<file path="config.mk">
export PLATFORM = sky130hd
export DESIGN_NAME = sram_read_shifter
export DESIGN_NICKNAME = d
export VERILOG_FILES = /design/src/rtl/sram_read_shifter.sv
export SDC_FILE = /design/constraint.sdc
export NUM_CORES = 1
export LEC_CHECK = 0
export BUFFER_PORTS_ARGS = -buffer_cell sky130_fd_sc_hd__buf_2
export CORE_AREA = 3 3 51 53
export CTS_BUF_LIST = sky130_fd_sc_hd__clkbuf_4 sky130_fd_sc_hd__clkbuf_8
export CTS_CLUSTER_SIZE = 40
export DETAILED_ROUTE_END_ITERATION = 10
export DIE_AREA = 0 0 54 56
export PLACE_DENSITY = 0.75
export SLEW_MARGIN = 30
export SYNTH_ARGS = -nofsm -noshare
export SYNTH_HDL_FRONTEND = slang
export SYNTH_SLANG_ARGS = --single-unit
</file>
<file path="constraint.sdc">
create_clock -name avr_clk -period 1.9 [get_ports avr_clk]
set_input_delay 0.095 -clock avr_clk [delete_from_list [all_inputs] [get_ports avr_clk]]
set_output_delay 0.095 -clock avr_clk [all_outputs]
set_load 0.03 [all_outputs]
</file>
<file path="src/rtl/sram_read_shifter.sv">
// sram_read_shifter
//   Reads one word from an asynchronous SRAM and shifts it out serially, MSB first.
//   IDLE -> ACCESS holds CE/OE low for ACCESS_CYCLES clocks. The last ACCESS edge
//   captures sram_data. SHIFT then advances one bit per shift_en. DONE pulses
//   done/addr_inc for a single cycle before the FSM returns to IDLE.
//
// Parameters
//   DATA_W         SRAM data width and number of serial bits per read (>= 1).
//   ACCESS_CYCLES  clocks CE/OE are held low before capture (1..15).
//
// Ports
//   avr_clk    in   block clock, rising edge
//   avr_rst    in   asynchronous active-high reset
//   rd_req     in   start a read (sampled only in IDLE)
//   shift_en   in   consume one serial bit (sampled only in SHIFT)
//   sram_data  in   SRAM read data
//   sram_ce_n  out  SRAM chip enable, active-low
//   sram_oe_n  out  SRAM output enable, active-low
//   avr_so     out  serial data, MSB first, 0 outside SHIFT
//   busy       out  high whenever not in IDLE
//   done       out  one-cycle pulse after the last bit is consumed
//   addr_inc   out  one-cycle pulse coincident with done
module sram_read_shifter #(
  parameter int unsigned DATA_W        = 8,
  parameter int unsigned ACCESS_CYCLES = 2
) (
  input  logic              avr_clk,
  input  logic              avr_rst,
  input  logic              rd_req,
  input  logic              shift_en,
  input  logic [DATA_W-1:0] sram_data,
  output logic              sram_ce_n,
  output logic              sram_oe_n,
  output logic              avr_so,
  output logic              busy,
  output logic              done,
  output logic              addr_inc
);

  localparam int unsigned BitCntW = (DATA_W > 1) ? $clog2(DATA_W) : 1;

  typedef enum logic [1:0] {
    StIdle,
    StAccess,
    StShift,
    StDone
  } state_e;

  state_e              state_q, state_d;
  logic [3:0]          wait_q, wait_d;
  logic [BitCntW-1:0]  bit_q, bit_d;
  logic [DATA_W-1:0]   sreg_q, sreg_d;

  logic ce_n_q, ce_n_d;
  logic oe_n_q, oe_n_d;
  logic so_q, so_d;
  logic busy_q, busy_d;
  logic done_q, done_d;
  logic inc_q, inc_d;

  always_comb begin
    state_d = state_q;
    wait_d  = wait_q;
    bit_d   = bit_q;
    sreg_d  = sreg_q;

    unique case (state_q)
      StIdle: begin
        if (rd_req) begin
          state_d = StAccess;
          wait_d  = 4'(ACCESS_CYCLES - 1);
        end
      end
      StAccess: begin
        if (wait_q == 4'd0) begin
          sreg_d  = sram_data;
          bit_d   = BitCntW'(DATA_W - 1);
          state_d = StShift;
        end else begin
          wait_d = wait_q - 4'd1;
        end
      end
      StShift: begin
        if (shift_en) begin
          if (bit_q == '0) begin
            state_d = StDone;
          end else begin
            sreg_d = sreg_q << 1;
            bit_d  = bit_q - BitCntW'(1);
          end
        end
      end
      StDone: begin
        state_d = StIdle;
      end
      default: begin
        state_d = StIdle;
      end
    endcase

    // Outputs are decoded from the next state so that they are registered
    // yet line up with the state they describe.
    ce_n_d = (state_d != StAccess);
    oe_n_d = (state_d != StAccess);
    so_d   = (state_d == StShift) && sreg_d[DATA_W-1];
    busy_d = (state_d != StIdle);
    done_d = (state_d == StDone);
    inc_d  = (state_d == StDone);
  end

  always_ff @(posedge avr_clk or posedge avr_rst) begin
    if (avr_rst) begin
      state_q <= StIdle;
      wait_q  <= '0;
      bit_q   <= '0;
      sreg_q  <= '0;
      ce_n_q  <= 1'b1;
      oe_n_q  <= 1'b1;
      so_q    <= 1'b0;
      busy_q  <= 1'b0;
      done_q  <= 1'b0;
      inc_q   <= 1'b0;
    end else begin
      state_q <= state_d;
      wait_q  <= wait_d;
      bit_q   <= bit_d;
      sreg_q  <= sreg_d;
      ce_n_q  <= ce_n_d;
      oe_n_q  <= oe_n_d;
      so_q    <= so_d;
      busy_q  <= busy_d;
      done_q  <= done_d;
      inc_q   <= inc_d;
    end
  end

  assign sram_ce_n = ce_n_q;
  assign sram_oe_n = oe_n_q;
  assign avr_so    = so_q;
  assign busy      = busy_q;
  assign done      = done_q;
  assign addr_inc  = inc_q;

endmodule

</file>
==> metrics.txt <==
via count 973; GRT Total Usage 18.3%; Post-layout nets ~160; total CTS buffers 3; number of synthesized flops with an enable pin 0; Period minus WS final about 1800 ps; # clock sinks 21; worst r2r dst avr_so; total gr overflow 0; clk_lat worst skew 300 ps; number of global-route vias before repair 960; YS warnings 0; Setup crit start kind flop; critical-path maximum fanout 5; number of diodes 0; Switching Share 45.3%; Reg2Reg Depth 7; CP endpoint kind flop; synth-to-layout area growth 13.6%; die height roughly 56 um; Cells after Synth ~120; Worst-path clk slew around 130 ps; post-synthesis net count 142; Leakage between 0.6 and 0.7 nW; status complete, no violations; Port Buf Inserts 17; Initial Util between 50% and 60%; Antenna Violating Nets Remaining 0; Via density between 5 and 6; Yosys reg bits 21; Max VDD drop roughly 1.1 mV; Slew Viols, Final 0; CP arrival between 1500 and 2000 ps; Clock Tree Root clkbuf_4; Pwr Density 1530 nW/um^2; DR iter-0 viols 48; core area around 2200 sq um; post-synth top area share between 40 and 50%; distinct cell type count after synthesis 42; Mapped Area approximately 1200 sq um; Synth area leaders dfrtp_1 41%, ha_1 7.2%, o2bb2ai_1 4.3%; Final Cycle Share 92.3%; setup_tns 0 ps; Synth top cells by count 20 x dfrtp_1, 12 x inv_1, 10 x nand2_1; Final setup viols 0; FF-to-FF Start wait_q[0]; clk_skew 12.1 ps; Hold Path End sreg_q[5]; Primary FF master, synth dfrtp_1; total setup buffers inserted after CTS 0; Hold Crit Depth 3; post-synthesis sequential area ratio 43.4%; initial antenna violation count 0; first-pass GRT wire length about 4200 um; row count 17; share of layout cells above drive strength 1 between 30% and 40%; Psw 0.000959 W; combinational group share of total power roughly 55%; asr flop ratio synth 100%; final hold vios 0; most common cell in the synthesized netlist dfrtp_1; largest net degree at the start of global routing 22; I/O pins 18; number of remaining DRC errors 0; power share of the clock group 10.4%; Yosys top cell by area dfrtp_1; DIE AREA 3020 sq um; CP Class flop to flop; Detailed Place HPWL between 1500 and 2000 um; Worst R2R Setup Slack about 150 ps; CTS tree built; clk buf depth 2; H-Tree Level Count 1; number of detailed-route iterations in the first pass 4; Rel. slew slack around 48%; routability cong. 0.845; synthesized area per cell ~10 sq um; worst min-delay path startpoint sram_data[5]; final hold slack roughly 100 ps; highest clock rate 570 MHz; Die Wd roughly 54 um; sequential share of power between 30% and 40%; WL final 2450 um; internal power about 0.0012 W; Hold Path Class input pin to flop; DR WL/cell 14.4 um; Data required, critical path 2130 ps; Max-Cap Viols 0; worst-margin pin slew just under 800 ps
## cells in the final DEF, fill, tap and decap left out, types with 2 or more instances in the layout
master,netlist,layout
nor3_1,3,3
nor2b_1,3,2
buf_4,2,3
a22o_1,2,2
o2bb2ai_1,6,6
o21ai_0,4,3
nor2_2,0,2
a21oi_1,3,3
ha_1,7,6
nor2_1,7,5
o21ai_1,2,3
nand2_1,10,10
nand3_1,4,4
mux2i_1,2,2
inv_1,12,10
a22oi_1,6,6
clkbuf_4,0,3
dfrtp_1,20,19
buf_2,3,17
a211oi_2,2,2
inv_2,0,2
nand2b_1,2,2
## critical path, stage by stage (launching register included)
cell	delay [ps]
dfrtp_1	450
inv_2	100
ha_1	180
nor3b_4	270
nor2_2	120
a211oi_2	270
inv_1	120
a211oi_2	160
## cells by family (layout without fill, tap and decap cells)
kind of cell / after synthesis / in the layout / share of synthesized area [%]
AO/OA/AOI/OAI: 38 / 38 / 24.3
AND/OR/NAND/NOR: 37 / 37 / 16.4
flip-flops: 21 / 21 / 43.4
buffers and inverters: 18 / 37 / 7.11
adder cells (fa/ha/maj): 7 / 7 / 7.21
multiplexers: 2 / 2 / 1.65
## power groups by stage
| stage | clock [W] | sequential, W | combinational (W) |
|---|---|---|---|
| finish | 0.000220 | 0.000743 | 0.00116 |
| global placement | 0 | 0.000729 | 0.00108 |
| CTS | 0.000220 | 0.000727 | 0.00111 |
| global route | 0.000238 | 0.000764 | 0.00129 |
| detailed placement | 0 | 0.000735 | 0.00111 |
| floorplan | 0 | 0.000778 | 0.000839 |
## per-layer routing
layer	global-route usage, %	up-vias	wire length, um
li1	-	478	-
met1	28.8	470	1230
met2	24.4	23	1130
met3	3.22	2	76
met4	6.76	0	18
met5	0	-	0
## per-stage QoR
stage	util [%]	std cells	setup WS [ps]	total power, W	instance area (sq um)
after floorplan	-	123	233	0.00162	1210
after global placement	60.1	165	127	0.00181	1320
after detailed placement	60.1	165	46.1	0.00184	1320
after CTS	61.8	170	28.0	0.00206	1350
after global routing	63.0	170	-2.46	0.00229	1380
final	63.0	170	147	0.00212	1380
## what timing repair did
| action | CTS | global route |
|---|---|---|
| endpoints found under the hold margin | 20 | 0 |
| hold buffers | 1 | 0 |
| endpoints found under the setup margin | 0 | 14 |
| resized for setup | 0 | 11 |
## sequential cells by signal, summed over array words and instances, names as in the netlist
register,count
sreg_q,8
wait_q,4
bit_q,3
addr_inc,1
state_q,2
avr_so,1
sram_oe_n,1
busy,1
## worst max path at each step
stage	from	endpoint	slack, ps	cells past startpoint
after global placement	wait_q[0]	avr_so	130	7
final	wait_q[0]	avr_so	150	7
after CTS	wait_q[0]	avr_so	30	7
after global routing	state_q[0]	avr_so	-2	8
after detailed placement	wait_q[0]	avr_so	50	7
after floorplan	wait_q[0]	wait_q[1]	230	7
## layout make-up
cell class | instances | area (sq um)
fill | 172 | 811
multi-input combinational | 84 | 627
sequential | 21 | 528
timing repair buffer | 21 | 118
inverter | 12 | 45.0
tap | 28 | 35.0
clock buffer | 3 | 22.5
clock inverter | 1 | 5.00
(Power assumes the default switching activity.)
